`src/rtl/gate_drive_p16_if.sv`:
```
`default_nettype none
// ============================================================================
//  Module   : gate_drive_p16_if
//  Purpose  : Drive-word, burst-control and gate-word bundle between the
//             16-phase generator / controller and the gate driver.
//  Revision : 1.0  initial release
// ============================================================================
interface gate_drive_p16_if #(
   parameter int CNT_W = 16
) ();
   logic [15:0]      sig_in;
   logic [15:0]      cycle_end;
   logic             enable;
   logic [CNT_W-1:0] burst_len;
   logic [CNT_W-1:0] holdoff;
   logic [4:0]       dead_time;
   logic             fault;
   logic             fault_clear;
   logic [15:0]      hi_out;
   logic [15:0]      lo_out;
   logic             running;
   logic             fault_latched;

   // Upstream side: drives the stream and controls, observes the gate words
   modport master (
      output sig_in, cycle_end, enable, burst_len, holdoff, dead_time,
             fault, fault_clear,
      input  hi_out, lo_out, running, fault_latched
   );

   // Gate driver side
   modport slave (
      input  sig_in, cycle_end, enable, burst_len, holdoff, dead_time,
             fault, fault_clear,
      output hi_out, lo_out, running, fault_latched
   );
endinterface
`default_nettype wire

```
`src/rtl/gate_drive_p16.sv`:
```
`default_nettype none
// ============================================================================
//  Module   : gate_drive_p16
//  Purpose  : Complementary hi/lo 16-subsample gate words with dead time,
//             cycle-aligned burst gating, post-burst holdoff and latched
//             fault shutdown. One registered stage, no comb in->out path.
//  Revision : 1.0  initial release
// ============================================================================
module gate_drive_p16 #(
   parameter int MAX_DEAD = 16,   // must not exceed 16: the look-back spans one history word
   parameter int CNT_W    = 16
) (
   input  wire logic       p_clock,
   input  wire logic       reset,
   gate_drive_p16_if.slave bus
);

   typedef enum logic [1:0] {
      ST_IDLE  = 2'd0,
      ST_RUN   = 2'd1,
      ST_HOLD  = 2'd2,
      ST_FAULT = 2'd3
   } state_t;

   localparam logic [4:0]       c_max_dead = 5'(MAX_DEAD);
   localparam logic [CNT_W-1:0] c_cnt_max  = '1;

   state_t           state_q, state_d;
   logic [CNT_W-1:0] run_cnt_q, run_cnt_d;
   logic [CNT_W-1:0] hold_cnt_q, hold_cnt_d;
   logic [15:0]      hist_q;
   logic             hist_valid_q;
   logic [4:0]       dead_q;
   logic [15:0]      hi_q, lo_q;
   logic             running_q, fault_q;

   logic [4:0]       dead_clamp, dead_eff;
   logic [31:0]      s_hi, s_lo;
   logic [15:0]      hi_raw, lo_raw;
   logic [15:0]      gate_d;
   logic             ev;
   logic [15:0]      ev_lsb, low_mask;
   logic [CNT_W-1:0] run_inc, hold_inc;

   // In IDLE the live setting applies so the entry word already uses it;
   // from RUN onwards the value captured during IDLE is held.
   assign dead_clamp = (bus.dead_time > c_max_dead) ? c_max_dead : bus.dead_time;
   assign dead_eff   = (state_q == ST_IDLE) ? dead_clamp : dead_q;

   // Dead-time qualified raw drive: a side is on only when the stream has
   // held its level for D+1 subsamples; invalid history matches neither level
   always_comb begin
      s_hi = {bus.sig_in,  hist_valid_q ? hist_q  : 16'h0000};
      s_lo = {~bus.sig_in, hist_valid_q ? ~hist_q : 16'h0000};
      for (int k = 0; k < 16; k++) begin
         hi_raw[k] = 1'b1;
         lo_raw[k] = 1'b1;
         for (int d = 0; d <= MAX_DEAD; d++) begin
            if (d <= int'(dead_eff)) begin
               hi_raw[k] = hi_raw[k] & s_hi[5'(16 + k - d)];
               lo_raw[k] = lo_raw[k] & s_lo[5'(16 + k - d)];
            end
         end
      end
   end

   // Only the lowest set cycle_end bit counts; low_mask covers bits 0..c
   assign ev       = |bus.cycle_end;
   assign ev_lsb   = bus.cycle_end & (~bus.cycle_end + 16'd1);
   assign low_mask = ev_lsb | (ev_lsb - 16'd1);
   assign run_inc  = (run_cnt_q  == c_cnt_max) ? run_cnt_q  : run_cnt_q  + 1'b1;
   assign hold_inc = (hold_cnt_q == c_cnt_max) ? hold_cnt_q : hold_cnt_q + 1'b1;

   // Burst FSM next state and per-subsample gate mask; fault overrides all
   always_comb begin
      state_d    = state_q;
      run_cnt_d  = run_cnt_q;
      hold_cnt_d = hold_cnt_q;
      gate_d     = 16'h0000;
      if (bus.fault) begin
         state_d = ST_FAULT;
      end else begin
         case (state_q)
            ST_IDLE: begin
               if (bus.enable && ev) begin
                  gate_d    = ~low_mask;
                  run_cnt_d = '0;
                  state_d   = ST_RUN;
               end
            end
            ST_RUN: begin
               gate_d = 16'hFFFF;
               if (ev) begin
                  if (!bus.enable || (bus.burst_len != '0 && run_inc == bus.burst_len)) begin
                     // finish the current period, then stop on its boundary
                     gate_d     = low_mask;
                     hold_cnt_d = '0;
                     state_d    = (bus.holdoff == '0) ? ST_IDLE : ST_HOLD;
                  end else begin
                     run_cnt_d = run_inc;
                  end
               end
            end
            ST_HOLD: begin
               if (ev) begin
                  hold_cnt_d = hold_inc;
                  if (hold_inc == bus.holdoff) begin
                     state_d = ST_IDLE;
                  end
               end
            end
            ST_FAULT: begin
               if (bus.fault_clear) begin
                  state_d = ST_IDLE;
               end
            end
            default: state_d = ST_IDLE;
         endcase
      end
   end

   // State, history and registered outputs
   always_ff @(posedge p_clock) begin
      if (reset) begin
         state_q      <= ST_IDLE;
         run_cnt_q    <= '0;
         hold_cnt_q   <= '0;
         hist_q       <= 16'h0000;
         hist_valid_q <= 1'b0;
         dead_q       <= 5'd0;
         hi_q         <= 16'h0000;
         lo_q         <= 16'h0000;
         running_q    <= 1'b0;
         fault_q      <= 1'b0;
      end else begin
         state_q      <= state_d;
         run_cnt_q    <= run_cnt_d;
         hold_cnt_q   <= hold_cnt_d;
         hist_q       <= bus.sig_in;
         hist_valid_q <= 1'b1;
         if (state_q == ST_IDLE) begin
            dead_q <= dead_clamp;
         end
         hi_q         <= hi_raw & gate_d;
         lo_q         <= lo_raw & gate_d;
         running_q    <= (state_d == ST_RUN);
         fault_q      <= (state_d == ST_FAULT);
      end
   end

   assign bus.hi_out        = hi_q;
   assign bus.lo_out        = lo_q;
   assign bus.running       = running_q;
   assign bus.fault_latched = fault_q;

endmodule
`default_nettype wire

```
`src/flat_wrapper.sv`:
```
// flat-port wrapper written by rule: the top's interface ports become plain ports
module gate_drive_p16_flat 
#(
   parameter int MAX_DEAD = 16,                                                              
   parameter int CNT_W    = 16
)
  (p_clock, reset, bus_sig_in, bus_cycle_end, bus_enable, bus_burst_len, bus_holdoff, bus_dead_time, bus_fault, bus_fault_clear, bus_hi_out, bus_lo_out, bus_running, bus_fault_latched);
  gate_drive_p16_if #(.CNT_W(CNT_W)) bus_i ();
  input  wire logic p_clock;
  input  wire logic reset;
  input wire logic [$bits(bus_i.sig_in)-1:0] bus_sig_in;
  input wire logic [$bits(bus_i.cycle_end)-1:0] bus_cycle_end;
  input wire logic [$bits(bus_i.enable)-1:0] bus_enable;
  input wire logic [$bits(bus_i.burst_len)-1:0] bus_burst_len;
  input wire logic [$bits(bus_i.holdoff)-1:0] bus_holdoff;
  input wire logic [$bits(bus_i.dead_time)-1:0] bus_dead_time;
  input wire logic [$bits(bus_i.fault)-1:0] bus_fault;
  input wire logic [$bits(bus_i.fault_clear)-1:0] bus_fault_clear;
  output wire logic [$bits(bus_i.hi_out)-1:0] bus_hi_out;
  output wire logic [$bits(bus_i.lo_out)-1:0] bus_lo_out;
  output wire logic [$bits(bus_i.running)-1:0] bus_running;
  output wire logic [$bits(bus_i.fault_latched)-1:0] bus_fault_latched;
  assign bus_i.sig_in = bus_sig_in;
  assign bus_i.cycle_end = bus_cycle_end;
  assign bus_i.enable = bus_enable;
  assign bus_i.burst_len = bus_burst_len;
  assign bus_i.holdoff = bus_holdoff;
  assign bus_i.dead_time = bus_dead_time;
  assign bus_i.fault = bus_fault;
  assign bus_i.fault_clear = bus_fault_clear;
  assign bus_hi_out = bus_i.hi_out;
  assign bus_lo_out = bus_i.lo_out;
  assign bus_running = bus_i.running;
  assign bus_fault_latched = bus_i.fault_latched;
  gate_drive_p16 #(.MAX_DEAD(MAX_DEAD), .CNT_W(CNT_W)) u_core (.p_clock(p_clock), .reset(reset), .bus(bus_i));
endmodule
```
`config.mk`:
```
export PLATFORM = sky130hd
export DESIGN_NAME = gate_drive_p16_flat
export DESIGN_NICKNAME = d
export VERILOG_FILES = /design/src/rtl/gate_drive_p16_if.sv /design/src/rtl/gate_drive_p16.sv /design/src/flat_wrapper.sv
export SDC_FILE = /design/constraint.sdc
export NUM_CORES = 1
export LEC_CHECK = 0
export ABC_AREA = 1
export CORE_UTILIZATION = 30
export DETAILED_ROUTE_END_ITERATION = 10
export GPL_ROUTABILITY_DRIVEN = 0
export HOLD_SLACK_MARGIN = 0.12
export MAX_ROUTING_LAYER = met4
export PLACE_DENSITY_LB_ADDON = 0.08
export SYNTH_ARGS = -nofsm -noshare
export SYNTH_HDL_FRONTEND = slang
export SYNTH_SLANG_ARGS = --single-unit
```
`constraint.sdc`:
```
create_clock -name p_clock -period 2.7 [get_ports p_clock]
set_clock_uncertainty 0.15 [all_clocks]
set_input_delay 0.27 -clock p_clock [delete_from_list [all_inputs] [get_ports p_clock]]
set_output_delay 0.27 -clock p_clock [all_outputs]
set_load 0.05 [all_outputs]
```
# After elaboration in Yosys (flattened, before gate mapping)
# Cells that the tools add are included.
# word_totals
register_bits,89
input_bits,74
elab_cells,590
# op_classes
n_addsub,4
magnitude_cmp,17
n_eq_ne,14
mux,285
bitwise,248
n_reduce_logical,12
# op_table
operator,n
$mux 1,257
$and 1x1->1,240
$mux 16,12
$pmux 16 s2,3
$add 16x1->16 const B,3
$and 16x16->16,3
$le 4x5->1 const A,8
$eq 16x16->1,2
$eq 16x16->1 const B,2
$not 16->16,2
$mux 15,2
$le 3x5->1 const A,4
$logic_not 16->1,1
$mux 2,8
$or 16x16->16,1
$reduce_bool 16->1,1
$reduce_or 16->1,1
$sub 16x1->16 const B,1
$not 15->15,1
$le 2x5->1 const A,2
$mux 5,2
$reduce_and 5->1,2
$ne 2x1->1 const B,4
$pmux 2 s4,1
12 further kinds,17

# Depth between registers and ports, before layout
# Gate-level depths: netlist of run 1.
# logic_depth
depth_word,36
depth_mapped,20
mapped_depth_nobuf,19

# Least setup slack after synthesis of run 1
# Ideal clock, no wire load.
# synth_path
path_kind,flip-flop to flip-flop
start,register u_core.run_cnt_q[0]
end,register u_core.run_cnt_q[0]
setup_ps,115
arrival_time_ps,2185
t_required_ps,2435
slack_ps,250
path_stages_with_launch,19
period_less_slack_ps,2450
cell_sequence,dfxtp_1 > ha_1 > inv_1 > nor2_2 > nand2_2 > nor2_2 > inv_2 > buf_6 > nand3_1 > nand2_1 > nor2_1 > nand2_1 > nor2_1 > nand3_2 > nand2_2 > nand2_4 > buf_2 > a21oi_1 > nor2_1
# synth_via
elab_chain_cells,7
word_cells_on_any_way,11
cone_classes,1 x add/sub; 3 x eq/ne; 4 x mux; 3 x reduce/logical
# synth_lines
item,line_no,text
from (decl),gate_drive_p16.sv:29,"logic [CNT_W-1:0] run_cnt_q, run_cnt_d;"
from (signal assigned),gate_drive_p16.sv:137,run_cnt_q <= run_cnt_d;
$add 16x1->16 or $eq 16x16->1 (tied branches),gate_drive_p16.sv:71,assign run_inc = (run_cnt_q == c_cnt_max) ? run_cnt_q : run_cnt_q + 1'b1;
$mux 16 *,gate_drive_p16.sv:71,
$eq 16x16->1,gate_drive_p16.sv:94,if (!bus.enable || (bus.burst_len != '0 && run_inc == bus.burst_len)) begin
$logic_and 1x1->1,gate_drive_p16.sv:94,
$logic_or 1x1->1,gate_drive_p16.sv:94,
$ne 2x2->1 (no source line),n/a,
$reduce_and 5->1 (no source line),n/a,
# Mark *: on every way between the ends. The rest lies on a longest branch, timed or not. The select of a mux whose other input is x is not followed.
# A chain may end at the register's enable or synchronous reset.

# Worst setup path after layout of run 1
# layout_path
start,register u_core.run_cnt_q[0]
end,register u_core.run_cnt_q[1]
# The elaborated chain is that of the path after synthesis.

==> results.sh, run 1 <==
export IMPL_yosysSeqAreaShare=0.1941
export IMPL_clk_path_buf_depth=2
export IMPL_power_mw=1.979
export IMPL_die_w_um=113.2
export IMPL_synth_area_leaders="nand2_1, dfxtp_1, nand3_1"
export IMPL_cts_buffers=5
export IMPL_swShare=0.3484
export IMPL_grt_pass1_wl_um=17620
export IMPL_path_class="register to register"
export IMPL_min_to="u_core.run_cnt_q[7]"
export IMPL_synth_distinct_cells=32
export IMPL_wl_per_cell_um=11.62
export IMPL_n_antenna_cell=0
export IMPL_rsz0062_at_grt="yes"
export IMPL_pwr_share_comb=0.354
export IMPL_num_rows=40
export IMPL_p_leak_nw=2.446
export IMPL_synth_edf_count=0
export IMPL_drive_gt1_frac=0.1765
export IMPL_hp_class="register to register"
export IMPL_dpl_hpwl_um=8467
export IMPL_status="finished, final reports clean"
export IMPL_core_sq_mm=0.01206
export IMPL_worstReg2RegEnd="u_core.run_cnt_q[1]"
export IMPL_clock_root_buffer="clkbuf_16"
export IMPL_hold_viol_final=0
export IMPL_via_count=4226
export IMPL_nNetsFinal=851
export IMPL_overflow=0
export IMPL_tritoncts="yes"
export IMPL_power_density_mw_per_mm2=386.1
export IMPL_synth_seq_cells=36
export IMPL_setup_viol=0
export IMPL_ys_top_cells_by_count="nand2_1, nor2_1, nand3_1, inv_1, dfxtp_1"
export IMPL_dp_slack_ns=-0.1030
export IMPL_clockPowerShare=0.330
export IMPL_maxSlewViolCount=0
export IMPL_slew_headroom=0.3688
export IMPL_port_buffers=54
export IMPL_grt_pass1_vias=3841
export IMPL_track_usage=0.1764
export IMPL_yosys_area_top_type="nand2_1"
export IMPL_critPathMaxFanout=8
export IMPL_die_area_sq_mm=0.01282
export IMPL_irDropWorstVdd_mv=0.2175
export IMPL_chipHeight_um=113.2
export IMPL_synth_most_common_cell="nand2_1"
export IMPL_syn_area_sq_mm=0.003712
export IMPL_tightestPinTransition_ns=0.9457
export IMPL_setup_slack_ns=0.1353
export IMPL_antenna_found_initial=0
export IMPL_reg2reg_depth=16
export IMPL_hp_start="u_core.run_cnt_q[7]"
export IMPL_p_seq_frac=0.316
export IMPL_cp_arrival_ns=2.58
export IMPL_drt_initial_drc_count=229
export IMPL_start_util=0.3078
export IMPL_min_period_ns=2.565
export IMPL_required_ns=2.72
export IMPL_synthFlopType="dfxtp_1"
export IMPL_max_cap_violations=0
export IMPL_end_kind="register"
export IMPL_ys_warn_count=0
export IMPL_reg2reg_from="u_core.run_cnt_q[0]"
export IMPL_cts_sinks=36
export IMPL_cts_htree_levels=2
export IMPL_startpoint_type="register"
export IMPL_firstDrtPassIters=5
export IMPL_rrSetupSlack_ns=0.14
export IMPL_drt_vias_per_instance=4.477
export IMPL_ant_nets=0
export IMPL_synthToLayoutAreaGrowth_pct=38.09
export IMPL_cts_clk_slew_worst_paths_ns=0.06
export IMPL_clkLatencyLatePin_ns=0.28
export IMPL_power_internal_mw=1.290
export IMPL_holdPathStages=2
export IMPL_fill_cells=1318
export IMPL_max_freq_mhz=389.9
export IMPL_finalWirelength_um=10970
export IMPL_async_flop_share=0
export IMPL_drc=0
export IMPL_ios=108
export IMPL_synth_avg_cell_area_sq_um=5.524
export IMPL_grt_max_degree=33
export IMPL_fin_crit_sh=0.9499
export IMPL_synth_top_area_frac=0.2366
export IMPL_syn_inst=672
export IMPL_power_switching_mw=0.6895
==> registers in the layout (all words and copies together), names as in the netlist <==
signal,cells
u_core.bus.running,1
u_core.state_q,2
u_core.bus.fault_latched,1
u_core.run_cnt_q,16
u_core.hold_cnt_q,16
==> cell type report <==
| class | instances | area [sq um] | area share |
|---|---|---|---|
| tap | 168 | 210.2 | 0.04101 |
| clock inverter | 2 | 35.03 | 0.006834 |
| clock buffer | 6 | 128.9 | 0.02514 |
| multi-input combinational | 540 | 2696 | 0.5260 |
| timing repair buffer | 114 | 1027 | 0.2004 |
| sequential | 36 | 730.7 | 0.1425 |
| inverter | 78 | 297.8 | 0.05809 |
==> power by group through the flow <==
stage                     Sequential, mW  Clock [mW]  Combinational, mW
after detailed placement           0.630           0              0.659
final                              0.626       0.653              0.701
after CTS                          0.620       0.669              0.664
after global routing               0.632       0.695              0.781
after global placement             0.630           0              0.653
after floorplan                    0.634           0              0.461
==> placed cells by master, fill, tap and decap left out, types with 6 or more instances in the layout <==
cell and count:
nor2_1 79, a21oi_2 13, conb_1 32, nand4_1 18, nor2_2 11, dfxtp_1 28
nand3_1 74, xor2_1 13, inv_1 76, nor4_1 6, dfxtp_2 8, nand2_1 232
nand3_2 16, a21oi_1 10, clkdlybuf4s50_1 54, buf_4 56
==> critical path, stage by stage (launching register included) <==
cell     delay, ns
dfxtp_2       0.35
ha_4          0.16
nand3_2       0.14
nor2_4        0.16
buf_4         0.12
xnor2_1       0.12
nand2_1       0.12
nand2_1       0.07
nand2_1       0.04
nor2_1        0.09
nand2_1       0.06
nor2_1        0.12
nand3_2       0.20
nand2_8       0.21
nand2_8       0.10
a21oi_2       0.19
nor2_1        0.05
==> repair_timing <==
item                                    CTS  global route
pin swaps                                 1            10
hold buffers                              0             0
resized for setup                         5            55
setup buffers                             1             2
cloned                                    0             3
endpoints found under the setup margin   26            35
==> cell families (layout without fill, tap and decap cells) <==
| group | Yosys count | count (layout) | share of synthesized area |
|---|---|---|---|
| flops | 36 | 36 | 0.1941 |
| other cells | 1 | 32 | 0.001010 |
| buf+inv | 130 | 200 | 0.1742 |
| xor+xnor | 17 | 17 | 0.04011 |
| fa+ha+maj | 2 | 2 | 0.006740 |
| simple gates | 454 | 457 | 0.5362 |
| compound gates | 32 | 32 | 0.04753 |
==> metal layers <==
metal / share of wire / vias up / routed length, um / GRT usage
li1: - / 2273 / - / -
met1: 0.46 / 1878 / 5027 / 0.2112
met2: 0.50 / 67 / 5531 / 0.3112
met3: 0.027 / 8 / 291 / 0.01928
met4: 0.011 / 0 / 123 / 0.05088
met5: 0 / - / 0 / -
==> per-stage QoR <==
stage / hold slack [ns] / utilization / TNS (ns) / area, sq um / instances
2_1_floorplan: 0.1915 / - / 0 / 3829 / 703
4_1_cts: 0.3838 / 0.4038 / 0 / 4871 / 939
5_1_grt: 0.3929 / 0.4250 / -1.128 / 5126 / 944
3_5_place_dp: 0.3714 / 0.3879 / -1.297 / 4678 / 930
6_report: 0.3648 / 0.4250 / 0 / 5126 / 944
3_3_place_gp: 0.3832 / 0.3879 / -0.7789 / 4678 / 930
==> worst max-delay path by stage <==
stage	from	to	slack [ns]	cells past startpoint
after floorplan	u_core.run_cnt_q[0]	u_core.run_cnt_q[0]	0.25	18
after global placement	u_core.run_cnt_q[0]	u_core.run_cnt_q[15]	-0.06	14
after detailed placement	u_core.run_cnt_q[0]	u_core.run_cnt_q[1]	-0.10	17
after CTS	u_core.hold_cnt_q[0]	u_core.state_q[1]	0.03	18
after global routing	u_core.run_cnt_q[0]	u_core.run_cnt_q[8]	-0.07	17
final	u_core.run_cnt_q[0]	u_core.run_cnt_q[1]	0.14	16
Note: power is estimated with default switching activity, not from simulation.
==> inputs of run 2 (changes only) <==
Settings changed: ABC_AREA 1 to unset, HOLD_SLACK_MARGIN 0.12 to 0.03.
==> run 2 against run 1 <==
Compared with the run above: the run now ends with negative setup slack left; area after synthesis rose by 4.2%; via count grew 9.4%; cell area rose by 26%; largest cell class unchanged; sequential share of layout area fell by 2.4 points.
==> results.sh, run 2 <==
export IMPL_mostFrequentLayoutCell="buf_4"
export IMPL_cts_sinks=36
export IMPL_fill_cells=1243
export IMPL_final_cell_mix="buf_4, clkdlybuf4s50_1, nand2_1"
export IMPL_rsz0062_at_grt="yes"
export IMPL_worstReg2RegEnd="u_core.run_cnt_q[13]"
export IMPL_synth_top_area_frac=0.1863
export IMPL_yosysSeqAreaShare=0.1863
export IMPL_irDropWorstVdd_mv=0.2183
export IMPL_synth_edf_count=0
export IMPL_holdPathStages=2
export IMPL_clkLatencyLatePin_ns=0.29
export IMPL_firstDrtPassIters=5
export IMPL_port_buffers=54
export IMPL_clock_root_buffer="clkbuf_16"
export IMPL_ant_nets=0
export IMPL_power_mw=1.686
export IMPL_clk_path_buf_depth=2
export IMPL_synth_seq_cells=36
export IMPL_startpoint_type="register"
export IMPL_crit_start="u_core.run_cnt_q[4]"
export IMPL_hp_class="register to register"
export IMPL_setup_slack_ns=-0.2104
export IMPL_cp_arrival_ns=2.94
export IMPL_antenna_found_initial=0
export IMPL_synthToLayoutAreaGrowth_pct=66.33
export IMPL_synth_avg_cell_area_sq_um=7.498
export IMPL_ys_top_cells_by_count="nand2_1, dfxtp_1, buf_4, nand3_1"
export IMPL_cts_htree_levels=2
export IMPL_dpl_hpwl_um=11330
export IMPL_start_util=0.3066
export IMPL_grt_pass1_vias=4389
export IMPL_via_count=4624
export IMPL_required_ns=2.73
export IMPL_grt_max_degree=17
export IMPL_finalWirelength_um=14710
export IMPL_yosys_area_top_type="dfxtp_1"
export IMPL_path_class="register to register"
export IMPL_postCtsHoldBufs=0
export IMPL_end_kind="register"
export IMPL_core_sq_mm=0.01262
export IMPL_num_rows=41
export IMPL_grt_pass1_wl_um=22650
export IMPL_wl_per_cell_um=16.39
export IMPL_hold_viol_final=0
export IMPL_tritoncts="yes"
export IMPL_design_area_sq_mm=0.006435
export IMPL_synth_distinct_cells=77
export IMPL_postPlaceCellArea_sq_mm=0.005657
export IMPL_hp_start="u_core.run_cnt_q[15]"
export IMPL_track_usage=0.2281
export IMPL_slew_headroom=0.6348
export IMPL_synth_most_common_cell="nand2_1"
export IMPL_async_flop_share=0
export IMPL_violations="negative setup slack"
export IMPL_drive_gt1_frac=0.4146
export IMPL_multi_input_area_sq_mm=0.003189
export IMPL_drt_vias_per_instance=5.149
export IMPL_p_leak_nw=2.549
export IMPL_nNetsFinal=801
export IMPL_die_area_sq_mm=0.01335
export IMPL_chipHeight_um=115.6
export IMPL_synth_area_leaders="dfxtp_1, buf_4, xnor2_1"
export IMPL_syn_inst=516
export IMPL_ios=108
export IMPL_tightestPinTransition_ns=0.5421
export IMPL_cts_buffers=5
export IMPL_critPathMaxFanout=8
export IMPL_max_freq_mhz=343.6
export IMPL_maxSlewViolCount=0
export IMPL_n_antenna_cell=0
export IMPL_seq_area_sq_um=764.5
export IMPL_fin_crit_sh=1.078
export IMPL_die_w_um=115.6
export IMPL_tns_ns=-5.182
export IMPL_drt_initial_drc_count=354
export IMPL_synthFlopType="dfxtp_1"
export IMPL_max_cap_violations=0
export IMPL_power_density_mw_per_mm2=262.1
export IMPL_min_period_ns=2.910
export IMPL_reg2reg_depth=12
export IMPL_status="finished with violations"
export IMPL_min_to="u_core.run_cnt_q[15]"
export IMPL_setup_viol=34
export IMPL_rrSetupSlack_ns=-0.21
export IMPL_drc=0
export IMPL_top_regs="u_core.hold_cnt_q x16, u_core.run_cnt_q x16, u_core.state_q x2"
export IMPL_reg2reg_from="u_core.run_cnt_q[4]"
export IMPL_ys_warn_count=0
export IMPL_syn_area_sq_mm=0.003869
export IMPL_overflow=0
export IMPL_cts_clk_slew_worst_paths_ns=0.06
==> run 2: changes by cell type after synthesis, moves of 13 or more <==
| cell | previous run | this run |
|---|---|---|
| buf_2 | 7 | 20 |
| inv_1 | 77 | 8 |
| nand2_1 | 234 | 43 |
| nand3_1 | 81 | 28 |
| nor2_1 | 86 | 26 |
| nor3_1 | 1 | 14 |
| nor4_1 | 6 | 21 |
| o21ai_0 | 4 | 22 |
| xnor2_1 | 4 | 23 |
==> run 2: where the power goes <==
part / total, mW / switching [mW] / internal, mW
logic: 0.457 / 0.266 / 0.190
registers: 0.535 / 0.00390 / 0.531
clock network: 0.695 / 0.260 / 0.435
==> run 2: timing repair <==
item | 4_1_cts | 5_1_grt
cloned | 0 | 1
resized for setup | 84 | 26
buffers inserted | 14 | 6
setup endpoints to repair | 35 | 36
pin swaps | 37 | 11
==> run 2: routing by layer <==
layer | track usage | vias to the layer above | wire length, um
met5 | - | - | 0
met4 | 0.05195 | 0 | 104
met3 | 0.02824 | 6 | 763
met2 | 0.3485 | 130 | 6575
met1 | 0.3184 | 2191 | 7271
li1 | - | 2297 | -
==> run 2: layout make-up <==
cell class	instances	area share
clock buffers	5	0.01944
clock inverters	3	0.006611
inverters	8	0.005055
multi-input cells	432	0.4956
flip-flops and latches	36	0.1188
well taps	172	0.03344
repair buffers	242	0.3210
==> run 2: worst max-delay path, stage by stage (launching register included) <==
cell and delay, ns:
dfxtp_4 0.37, nand4_4 0.14, buf_6 0.17, nor4_4 0.28
xor2_1 0.15, o41a_1 0.36, a2111oi_4 0.40, nand2_4 0.11
buf_6 0.15, and3_4 0.19, buf_12 0.14, a21oi_2 0.11
o21ai_1 0.07
==> run 2: worst max-delay path by stage <==
stage                                       end  depth (start not counted)  slack [ns]
after detailed placement    u_core.run_cnt_q[0]                         11       -0.47
final                      u_core.run_cnt_q[13]                         12       -0.21
after floorplan            u_core.run_cnt_q[12]                         13       -0.21
after CTS                  u_core.run_cnt_q[13]                         14       -0.16
after global placement      u_core.run_cnt_q[0]                         11       -0.44
after global routing      u_core.hold_cnt_q[12]                         11       -0.32
==> run 2: per-stage QoR <==
| stage | util | std cells | worst slack [ns] | hold WS (ns) |
|---|---|---|---|---|
| 2_1_floorplan | - | 547 | -0.2075 | 0.3013 |
| 3_3_place_gp | 0.4482 | 869 | -0.4405 | 0.3247 |
| 3_5_place_dp | 0.4482 | 869 | -0.4713 | 0.3261 |
| 4_1_cts | 0.4965 | 891 | -0.1620 | 0.3373 |
| 5_1_grt | 0.5099 | 898 | -0.3201 | 0.3658 |
| 6_report | 0.5099 | 898 | -0.2104 | 0.3400 |
==> run 2: kinds of logic after synthesis <==
group,count (synthesis),share of synthesized area
buffers and inverters,79,0.1252
AO/OA/AOI/OAI,134,0.2523
AND/OR/NAND/NOR,214,0.3124
other,1,0.0009693
adder cells (fa/ha/maj),2,0.006467
flip-flops,36,0.1863
multiplexers,7,0.01908
XOR/XNOR,43,0.09735
